[src/rtl/priority_decoder_seq.sv]
// Sequenced one-hot decoder: buffers binary codes in a small FIFO and replays
// each one as a one-hot strobe held for HOLD cycles. Code n drives bit n, so
// out_onehot[0] corresponds to code 0 (same bit numbering as the encoder).
//
// state  | meaning
// -------+-----------------------------------------------------------------
// IDLE   | nothing being driven; outputs zero; waiting for a FIFO entry
// DRIVE  | a code is on the outputs; hold counter runs down to zero
module priority_decoder_seq #(
  parameter int CODE_W = 2,
  parameter int DEPTH  = 4,
  parameter int HOLD   = 3
) (
  input  logic                   clk,
  input  logic                   rst_n,
  input  logic                   in_valid,
  input  logic [CODE_W-1:0]      in_code,
  output logic                   in_ready,
  output logic [0:(2**CODE_W)-1] out_onehot,
  output logic                   out_valid,
  output logic [CODE_W-1:0]      out_code,
  output logic                   out_last
);

  localparam int OUT_W  = 2**CODE_W;
  localparam int PTR_W  = $clog2(DEPTH);
  localparam int CNT_W  = $clog2(DEPTH + 1);
  localparam int HCNT_W = (HOLD > 1) ? $clog2(HOLD) : 1;

  localparam logic [CNT_W-1:0]  FULL_CNT = CNT_W'(DEPTH);
  localparam logic [HCNT_W-1:0] HOLD_LD  = HCNT_W'(HOLD - 1);

  typedef enum logic {
    ST_IDLE,
    ST_DRIVE
  } state_t;

  state_t              state_q, state_d;
  logic [HCNT_W-1:0]   hold_q, hold_d;
  logic [CODE_W-1:0]   code_q, code_d;
  logic                valid_q, valid_d;
  logic                last_q, last_d;
  logic [0:OUT_W-1]    onehot_q, onehot_d;

  logic [CODE_W-1:0]   mem_q [DEPTH];
  logic [PTR_W-1:0]    wr_ptr_q, wr_ptr_d;
  logic [PTR_W-1:0]    rd_ptr_q, rd_ptr_d;
  logic [CNT_W-1:0]    count_q, count_d;

  logic                push;
  logic                pop;

  // Ready depends only on the registered count, so a full FIFO refuses a
  // push even on an edge where it is also popping.
  assign in_ready = rst_n && (count_q != FULL_CNT);
  assign push     = in_valid && in_ready;

  // Next-state and output decode; loading a new code reloads the hold window.
  always_comb begin
    state_d  = state_q;
    hold_d   = hold_q;
    code_d   = code_q;
    valid_d  = valid_q;
    pop      = 1'b0;
    onehot_d = '0;
    case (state_q)
      ST_IDLE: begin
        if (count_q != '0) begin
          pop     = 1'b1;
          code_d  = mem_q[rd_ptr_q];
          valid_d = 1'b1;
          hold_d  = HOLD_LD;
          state_d = ST_DRIVE;
        end
      end
      ST_DRIVE: begin
        if (hold_q != '0) begin
          hold_d = hold_q - 1'b1;
        end else if (count_q != '0) begin
          pop     = 1'b1;
          code_d  = mem_q[rd_ptr_q];
          valid_d = 1'b1;
          hold_d  = HOLD_LD;
        end else begin
          code_d  = '0;
          valid_d = 1'b0;
          state_d = ST_IDLE;
        end
      end
      default: begin
        code_d  = '0;
        valid_d = 1'b0;
        hold_d  = '0;
        state_d = ST_IDLE;
      end
    endcase
    last_d = (state_d == ST_DRIVE) && (hold_d == '0);
    if (valid_d) begin
      onehot_d[code_d] = 1'b1;
    end
  end

  // FIFO pointer and occupancy bookkeeping.
  always_comb begin
    wr_ptr_d = push ? wr_ptr_q + PTR_W'(1) : wr_ptr_q;
    rd_ptr_d = pop  ? rd_ptr_q + PTR_W'(1) : rd_ptr_q;
    case ({push, pop})
      2'b10:   count_d = count_q + CNT_W'(1);
      2'b01:   count_d = count_q - CNT_W'(1);
      default: count_d = count_q;
    endcase
  end

  // FIFO storage; contents need no reset since count gates every read.
  always_ff @(posedge clk) begin
    if (push) begin
      mem_q[wr_ptr_q] <= in_code;
    end
  end

  // State, counters and registered outputs with synchronous reset.
  always_ff @(posedge clk) begin
    if (!rst_n) begin
      state_q  <= ST_IDLE;
      hold_q   <= '0;
      code_q   <= '0;
      valid_q  <= 1'b0;
      last_q   <= 1'b0;
      onehot_q <= '0;
      wr_ptr_q <= '0;
      rd_ptr_q <= '0;
      count_q  <= '0;
    end else begin
      state_q  <= state_d;
      hold_q   <= hold_d;
      code_q   <= code_d;
      valid_q  <= valid_d;
      last_q   <= last_d;
      onehot_q <= onehot_d;
      wr_ptr_q <= wr_ptr_d;
      rd_ptr_q <= rd_ptr_d;
      count_q  <= count_d;
    end
  end

  assign out_onehot = onehot_q;
  assign out_valid  = valid_q;
  assign out_code   = code_q;
  assign out_last   = last_q;

endmodule

[config.mk]
export PLATFORM = sky130hd
export DESIGN_NAME = priority_decoder_seq
export DESIGN_NICKNAME = d
export VERILOG_FILES = /design/src/rtl/priority_decoder_seq.sv
export SDC_FILE = /design/constraint.sdc
export NUM_CORES = 1
export LEC_CHECK = 0
export ABC_AREA = 1
export CORE_ASPECT_RATIO = 1.75
export CORE_MARGIN = 8
export CORE_UTILIZATION = 50
export DETAILED_ROUTE_END_ITERATION = 7
export GPL_TIMING_DRIVEN = 0
export PLACE_DENSITY_LB_ADDON = 0.25
export REMOVE_ABC_BUFFERS = 1
export SYNTH_ARGS = -nofsm -noshare
export SYNTH_HDL_FRONTEND = slang
export SYNTH_SLANG_ARGS = --single-unit
[constraint.sdc]
create_clock -name clk -period 3.3 [get_ports clk]
set_input_delay 0.33 -clock clk [delete_from_list [all_inputs] [get_ports clk]]
set_output_delay 0.33 -clock clk [all_outputs]
set_load 0.02 [all_outputs]
==> out/results.ini <==
[run_status]
status=finished clean

[global_route]
grt_pass1_wl_mm=3.939
grt_max_degree=16
antenna_found_initial=0
grt_pass1_vias=947
grt.overflow.total=0
grt_usage_pct=12.03

[yosys]
yosys.area.top_type=dfxtp_1
syn_area_per_cell_um2=9.163
synth_warnings=0
synth_top_area_share_pct=32.85
synth.cell_area_um2=1219
postSynthCellCount=133
seq_area_frac_synth_pct=52.57
ys_seq_elements=28
synth-async-reset-ratio_pct=0
synth-edff-count=8
yosys_most_used_dff=dfxtp_1
synth.area.top_cells=dfxtp_1 33%, edfxtp_1 20%, inv_1 7.1%
synth_cell_types=23

[cts]
cts-root-buf=clkbuf_8
insertion_delay_ns=0.28
cts_tree=done
post_cts_buffers=0
clockBufferDepth=2
numCtsBuffers=3
htree_levels=1
cts_resized=0
cts_hold_buf=0
clk_pin_slew_ns=0.09
clock-sinks=28

[place]
place_hpwl_mm=1.740
place_area_um2=1375
placedCellCount=170
io_buffers=13
gp_congestion=0.7198

[floorplanning]
die_h_um=81.31
die_w_um=53.32
coreArea_um2=2302
rows=23
die_area_um2=4335
start_util_pct=52.93
ios=14

[job]
cap_violations=0

[critical_path]
cpMostUsedCell=clkdlybuf4s50_1
r2r_slack_ns=1.29
required_ns=2.97
path_max_fanout=9
start_kind=primary input
crit_type=in -> out
r2r_cells=10
cp_slowest_cell=clkdlybuf4s50_1
slowest_delay_ns=0.64
crit_chain=clkdlybuf4s50_1 -> inv_2 -> a31oi_1 -> clkdlybuf4s50_1
crit_start=rst_n
reg2reg_to=count_q[2]
end_kind=output port
crit_arrival_ns=1.93
rr_startpoint=count_q[0]

[timing]
slew_headroom_pct=82.92
fin_crit_ns=2.258
rsz0062_at_grt=no
clock.fmax_ghz=0.4428
finalSetupViolCount=0
finalMaxSlewViolations=0
finalSetupTns_ns=0
worstMarginPinSlew_ns=0.2554
fin_skew_ns=0.006332
final_hold_viol_count=0
hold-worst-slack_ns=0.5008
min_period_over_period_pct=68.43

[cells_and_area]
final-seq-area_um2=640.6
antenna-diode-count=0
final_cell_area_um2=1420
multiInputGateArea_um2=470.5
area_delta_synth_final_pct=16.53
finalNetCount=161
fill_cells=208
drive_gt1_share_pct=10.07
mostFrequentLayoutCell=inv_1
fin_cells=174
final_cell_mix=23 x inv_1, 20 x dfxtp_1, 18 x nand2_1

[power]
vdd_drop_max_mv=0.5986
pwr_density_cell_nw_per_um2=937.0
p_leak_nw=0.6069
power_mw=1.331

[min_path]
hold_end=count_q[0]
hold_start=count_q[0]
hold_depth=1
hp-class=reg -> reg

[route]
vias_per_cell=4.983
drt_iter0_drc=9
route.vias.total=867
antenna_left=0
wire_per_inst_um=12.69
drc_errors=0
drtPass1Iterations=2
drt_wl_total_mm=2.208

==> cells in the mapped netlist, drive strengths merged, types with 5 or more instances <==
| master | number |
|---|---|
| inv | 26 |
| ha | 5 |
| o21ai | 9 |
| nor2 | 13 |
| edfxtp | 8 |
| dfxtp | 20 |
| nand2 | 23 |
| a21oi | 14 |
| nand3 | 8 |
==> cell type report <==
class / count / share of cell area, %
inverters: 26 / 7.225
clock buffers: 4 / 3.172
flip-flops and latches: 28 / 45.11
well taps: 25 / 2.203
multi-input cells: 78 / 33.13
repair buffers: 13 / 9.163
==> power by group <==
group	switching [mW]	total [mW]	internal (mW)
Sequential	0.0751	0.526	0.451
Combinational	0.377	0.616	0.239
Clock	0.101	0.188	0.0867
==> sequential cells by signal (all words and copies together) (netlist names), named ones only <==
| register | flops |
|---|---|
| rd_ptr_q | 2 |
| out_code | 2 |
| out_valid | 1 |
| out_last | 1 |
| mem_q | 8 |
| out_onehot | 4 |
| hold_q | 2 |
| wr_ptr_q | 2 |
| count_q | 3 |
| state_q | 1 |
==> worst max-delay path: cells and delay by family <==
kind / cells / cell delay (ns)
AO/OA/AOI/OAI: 1 / 0.19
buffers and inverters: 3 / 1.41
==> worst max path at each step <==
stage                     slack, ns         end
after floorplan                1.50  count_q[2]
after global routing           0.96    in_ready
after global placement         1.02  count_q[2]
after CTS                      1.02    in_ready
after detailed placement       0.98  count_q[2]
final                          1.04    in_ready
==> per-stage QoR <==
| step | util, % | setup WS [ns] |
|---|---|---|
| 4_1_cts | 61.68 | 1.024 |
| 3_5_place_dp | 59.73 | 0.9780 |
| 2_1_floorplan | - | 1.497 |
| 3_3_place_gp | 59.73 | 1.021 |
| 6_report | 61.68 | 1.042 |
| 5_1_grt | 61.68 | 0.9567 |
==> layer usage <==
metal  up-vias  part of all wire, %  track usage (%)
met5         -                    0                0
met4         0                  2.1            6.345
met3         5                  3.4            3.108
met2        10                   59            23.23
met1       393                   36            10.46
li1        459                    -                -
==> cells by family after synthesis <==
family | synth area share [%]
AOI/OAI and AO/OA | 11.81
xor gates and xnor gates | 0.7188
adders and majority gates | 6.776
buffers and inverters | 8.829
DFF | 52.57
and+or+nand+nor | 19.30
Power figures use the tool's default switching activity.
